===== config.mk =====
export PLATFORM = sky130hd
export DESIGN_NAME = sprite_fetch_arbiter
export DESIGN_NICKNAME = d
export VERILOG_FILES = /design/src/rtl/sprite_fetch_arbiter_pkg.sv /design/src/rtl/sprite_fetch_arbiter.sv
export SDC_FILE = /design/constraint.sdc
export NUM_CORES = 1
export LEC_CHECK = 0
export ABC_AREA = 1
export BUFFER_PORTS_ARGS = -buffer_cell sky130_fd_sc_hd__buf_2
export CORE_MARGIN = 2
export CORE_UTILIZATION = 55
export CTS_BUF_LIST = sky130_fd_sc_hd__clkbuf_16
export DETAILED_ROUTE_END_ITERATION = 10
export HOLD_SLACK_MARGIN = 0.15
export PLACE_DENSITY = 0.82
export REMOVE_ABC_BUFFERS = 1
export SYNTH_ARGS = -nofsm -noshare
export SYNTH_HDL_FRONTEND = slang
export SYNTH_SLANG_ARGS = --single-unit

===== constraint.sdc =====
create_clock -name clk -period 1.7 [get_ports clk]
set_input_delay 0.085 -clock clk [delete_from_list [all_inputs] [get_ports clk]]
set_output_delay 0.085 -clock clk [all_outputs]
set_load 0.01 [all_outputs]

===== src/rtl/sprite_fetch_arbiter_pkg.sv =====
// Shared types and constants for the sprite-position fetch arbiter.
package sprite_fetch_arbiter_pkg;

    typedef enum logic [1:0] {
        IDLE,
        FETCH,
        DRAIN,
        COMMIT
    } fetch_state_t;

    // Word slots within the committed sprite-position block.
    localparam int unsigned LIFE_X  = 0;
    localparam int unsigned LIFE_Y  = 1;
    localparam int unsigned BOMB_X  = 2;
    localparam int unsigned BOMB_Y  = 3;
    localparam int unsigned ENEMY_X = 4;
    localparam int unsigned ENEMY_Y = 5;

    localparam int unsigned SPRITE_WORDS     = ENEMY_Y + 1;
    localparam logic [31:0] SPRITE_BASE_ADDR = 32'h0000_0100;

endpackage


===== src/rtl/sprite_fetch_arbiter.sv =====
// Shares the data-memory port between the CPU and a once-per-frame sprite
// position fetcher. The CPU always wins the port; the fetcher reads only in
// idle cycles and publishes the whole block atomically on commit.
module sprite_fetch_arbiter
    import sprite_fetch_arbiter_pkg::*;
#(
    parameter int unsigned          NUM_WORDS = SPRITE_WORDS,
    parameter int unsigned          DATA_W    = 32,
    parameter logic [DATA_W-1:0]    BASE_ADDR = DATA_W'(SPRITE_BASE_ADDR)
) (
    input  logic                          clk,
    input  logic                          reset,
    input  logic                          cpu_req,
    input  logic                          cpu_we,
    input  logic [DATA_W-1:0]             cpu_addr,
    input  logic [DATA_W-1:0]             cpu_wdata,
    input  logic                          frame_start,
    output logic [DATA_W-1:0]             mem_addr,
    output logic [DATA_W-1:0]             mem_wdata,
    output logic                          mem_we,
    input  logic [DATA_W-1:0]             mem_rdata,
    output logic [NUM_WORDS*DATA_W-1:0]   sprite_pos,
    output logic                          pos_valid,
    output logic                          busy,
    output logic                          overrun
);

    localparam int unsigned      IDX_W    = (NUM_WORDS > 1) ? $clog2(NUM_WORDS) : 1;
    localparam logic [IDX_W-1:0] LAST_IDX = IDX_W'(NUM_WORDS - 1);

    fetch_state_t                        state;
    logic [IDX_W-1:0]                    idx;
    logic [IDX_W-1:0]                    tag_idx;
    logic                                fv;
    logic                                fetch_issue;
    logic [NUM_WORDS-1:0][DATA_W-1:0]    shadow;
    logic [NUM_WORDS-1:0][DATA_W-1:0]    shadow_next;
    logic [NUM_WORDS-1:0][DATA_W-1:0]    pos_q;

    assign sprite_pos = pos_q;

    // Port mux: CPU has priority, fetcher reads only in cycles the CPU leaves free.
    always_comb begin
        fetch_issue = (state == FETCH) && !cpu_req && !reset;
        mem_addr    = '0;
        mem_wdata   = '0;
        mem_we      = 1'b0;
        if (cpu_req) begin
            mem_addr  = cpu_addr;
            mem_wdata = cpu_wdata;
            mem_we    = cpu_we;
        end else if (fetch_issue) begin
            mem_addr = BASE_ADDR + (DATA_W'(idx) << 2);
        end
    end

    // Shadow copy including the read returning this cycle, if it is a fetcher read.
    always_comb begin
        shadow_next = shadow;
        if (fv) begin
            shadow_next[tag_idx] = mem_rdata;
        end
    end

    // Fetch FSM, return capture and registered outputs.
    always_ff @(posedge clk) begin
        if (reset) begin
            state     <= IDLE;
            idx       <= '0;
            tag_idx   <= '0;
            fv        <= 1'b0;
            shadow    <= '0;
            pos_q     <= '0;
            pos_valid <= 1'b0;
            busy      <= 1'b0;
            overrun   <= 1'b0;
        end else begin
            pos_valid <= 1'b0;
            shadow    <= shadow_next;
            fv        <= fetch_issue;
            tag_idx   <= idx;
            if (frame_start && busy) begin
                overrun <= 1'b1;
            end
            case (state)
                IDLE: begin
                    if (frame_start) begin
                        state <= FETCH;
                        idx   <= '0;
                        busy  <= 1'b1;
                    end
                end
                FETCH: begin
                    if (fetch_issue) begin
                        if (idx == LAST_IDX) begin
                            state <= DRAIN;
                        end else begin
                            idx <= idx + IDX_W'(1);
                        end
                    end
                end
                DRAIN: begin
                    // The last word lands in the same edge that enters COMMIT, so the
                    // published block is taken from shadow_next to keep the outputs
                    // registered yet coincident with the COMMIT cycle.
                    state     <= COMMIT;
                    pos_q     <= shadow_next;
                    pos_valid <= 1'b1;
                    busy      <= 1'b0;
                end
                COMMIT: begin
                    if (frame_start) begin
                        state <= FETCH;
                        idx   <= '0;
                        busy  <= 1'b1;
                    end else begin
                        state <= IDLE;
                    end
                end
                default: state <= IDLE;
            endcase
        end
    end

endmodule


==> metrics.md <==
| Metric | Value |
|---|---|
| Status | `completed` |
| Design Area, Final | `approximately 21000 um2` |
| Share of layout cells above drive strength 1 | `roughly 25%` |
| Crit path time final | `1.65 ns` |
| Final hold viol count | `0` |
| CTS Sinks | `396` |
| Chip Height | `between 150 and 200 um` |
| Drt drc | `0` |
| Setup ws final | `about 0.055 ns` |
| Drt pass-1 iters | `6` |
| Post-route ant nets | `0` |
| Final period utilization | `a little over nine tenths` |
| Syn_area_per_cell | `about 7.0 um2` |
| Crit Path Max Fanout | `5` |
| Int Pwr | `~0.020 W` |
| Synth Warn # | `0` |
| Leak pwr | `11.9 nW` |
| Max-cap violations | `0` |
| Final max-slew violation count | `0` |
| TritonCTS clock tree | `done` |
| # H-tree levels | `2` |
| Arr. time, crit path | `1.56 ns` |
| Synth Cell Area | `around 17000 um2` |
| Worst hold slack | `between 0.15 and 0.2 ns` |
| CORE AREA | `30600 um2` |
| Vias | `16038` |
| Starting DRT DRC Count | `about 1100` |
| PwrDens | `approximately 1400 nW/um2` |
| Post-synthesis cell type count | `19` |
| CP Launch Type | `flip-flop` |
| Cell taking the most area after synthesis | `dfxtp_1` |
| Net switching power of the design | `roughly 0.010 W` |
| Vias per cell | `a little under 5` |
| Worst r2r path cells | `8` |
| Nets | `about 2900` |
| Least-Margin Pin Slew | `between 1 and 1.5 ns` |
| Required @ worst endpoint | `around 1.6 ns` |
| Worst-path clk slew | `roughly 0.060 ns` |
| Port Buf Inserts | `360` |
| Placement Rows | `64` |
| Placed cell areas | `around 19000 um2` |
| Max clock buf depth | `3` |
| Placer Congestion | `0.985` |
| Sequential element share of the synthesized area | `approximately 47%` |
| Fin Clk Skew | `roughly 0.016 ns` |
| Yosys top cell area share | `a little under half` |
| Clk_lat worst skew | `around 0.53 ns` |
| Clock power share | `roughly 28%` |
| Worst hold path class | `in -> reg` |
| Sw Ratio | `roughly a third` |
| Fmax | `0.608 GHz` |
| Synth Instances | `~2400` |
| Synth area leaders | `dfxtp_1 (47%), nor2_1 (12%), nand2_1 (12%)` |
| Sequential Power Share | `between 40% and 50%` |
| #FFs+latches synth | `around 400` |
| CTS buffer count | `between 40 and 50` |
| Total GRT Usage | `28.2%` |
| Slew HR | `~20%` |
| # IOs | `roughly 360` |
| Synth-to-layout area growth | `25.4%` |
| Critical setup path kind | `reg -> out` |
| CTS Root Buffer Type | `clkbuf_16` |
| Setup violations, final | `0` |
| Post-DP HPWL | `roughly 30 mm` |
| Total congestion overflow | `0` |
| Hold Crit Depth | `5` |
| Initial Util | `about 56%` |
| DR WL/cell | `approximately 14 um` |
| Peak supply drop | `~0.69 mV` |
| Antenna violations before repair | `2` |
| Dpl ws | `between 0.04 and 0.05 ns` |
| DRT Wirelength | `roughly 47 mm` |
| First-pass GRT wire length | `around 76 mm` |
| Largest net degree at the start of global routing | `81` |
| Total die area | `~32000 um2` |
| Combinational Power Share | `around a third` |
| CP Capture Type | `output pin` |
| RSZ-0062 raised after global routing | `true` |
| Die width | `around 180 um` |
| Vias in the first global route | `15394` |
## cells in the final DEF (no fill, tap or decap), types with 44 or more instances in the layout
master	netlist	routed
buf_2	40	359
dfxtp_1	396	393
dlygate4sd3_1	0	61
inv_1	436	451
nand2_1	528	526
nand2_2	113	114
nand3_1	51	50
nor2_1	564	563
o21ai_1	42	44
o21ai_2	128	130
## layer usage
metal  share of wire (%)  global-route usage, %
met1                  40                   33.5
met5                   0                      0
met3                 6.3                   4.00
met4                 4.1                   12.0
met2                  50                   51.0
## synthesized netlist by cell type
cell and count:
nor2_1 564, nand2_1 528, inv_1 436, dfxtp_1 396
o21ai_2 128, nand2_2 113, clkbuf_1 53, nand3_1 51
o21ai_1 42, buf_2 40, a21oi_1 26, buf_6 24
buf_1 15, ha_1 7, o21ai_0 7, nand2_4 4
nor2_4 4, inv_2 3, nor3_1 1
## final cells by class
cell class              count  area, um2
inverters                 439       1650
well taps                 396        495
clock inverters            31        184
multi-input cells        1475       6820
clock buffers              43       1080
repair buffers            473       3210
diodes                      2       5.00
flip-flops and latches    396       7930
fillers                  2420       9220
## power by group through the flow
stage	clock, W	sequential, W	combinational, W
floorplan	0	0.0109	0.00300
global placement	0	0.0124	0.00869
detailed placement	0	0.0124	0.00895
CTS	0.00851	0.0122	0.00933
global route	0.00891	0.0124	0.0106
finish	0.00842	0.0123	0.00946
## stage by stage
step           instances  setup TNS (ns)  power (W)  utilization [%]
2_1_floorplan       2310        -1113.32     0.0139                -
3_5_place_dp        3109               0     0.0214             63.1
3_3_place_gp        3109               0     0.0211             63.1
4_1_cts             3252        -0.00673     0.0301             69.7
6_report            3255               0     0.0302             69.9
5_1_grt             3255         -0.0826     0.0319             69.9
## sequential cells by signal (all words and copies together), names as in the netlist
register	flops
overrun	1
state	2
busy	1
pos_valid	1
idx	3
fv	1
sprite_pos	192
tag_idx	3
shadow	192
## path summary, 6_finish.rpt
check	start	to	slack, ns
max	state[0]	mem_addr[3]	0.05
min	reset	sprite_pos[58]	0.16
max reg2reg	state[0]	sprite_pos[88]	0.09
min reg2reg	shadow[36]	shadow[36]	0.47
## kinds of logic (layout without fill, tap and decap cells)
group / count (synthesis) / after routing / share of synthesized area [%]
buffers and inverters: 571 / 986 / 13.9
flip-flops: 396 / 396 / 46.5
AO/OA/AOI/OAI: 203 / 203 / 8.78
adder cells (fa/ha/maj): 7 / 7 / 0.514
AND/OR/NAND/NOR: 1265 / 1265 / 30.3
other: 0 / 2 / 0
## timing repair
item,in CTS,in global routing
hold endpoints to repair,393,0
buffers inserted,4,1
hold buffers,65,0
gates resized for setup,13,12
endpoints found under the setup margin,4,11
pin swaps,3,4
## critical path, stage by stage (launching register included)
cell and delay (ns):
dfxtp_4 0.38, ha_4 0.16, inv_4 0.04, nor2_4 0.09, nand2_4 0.08, o21ai_2 0.13
buf_2 0.14
Power figures use the tool's default switching activity.
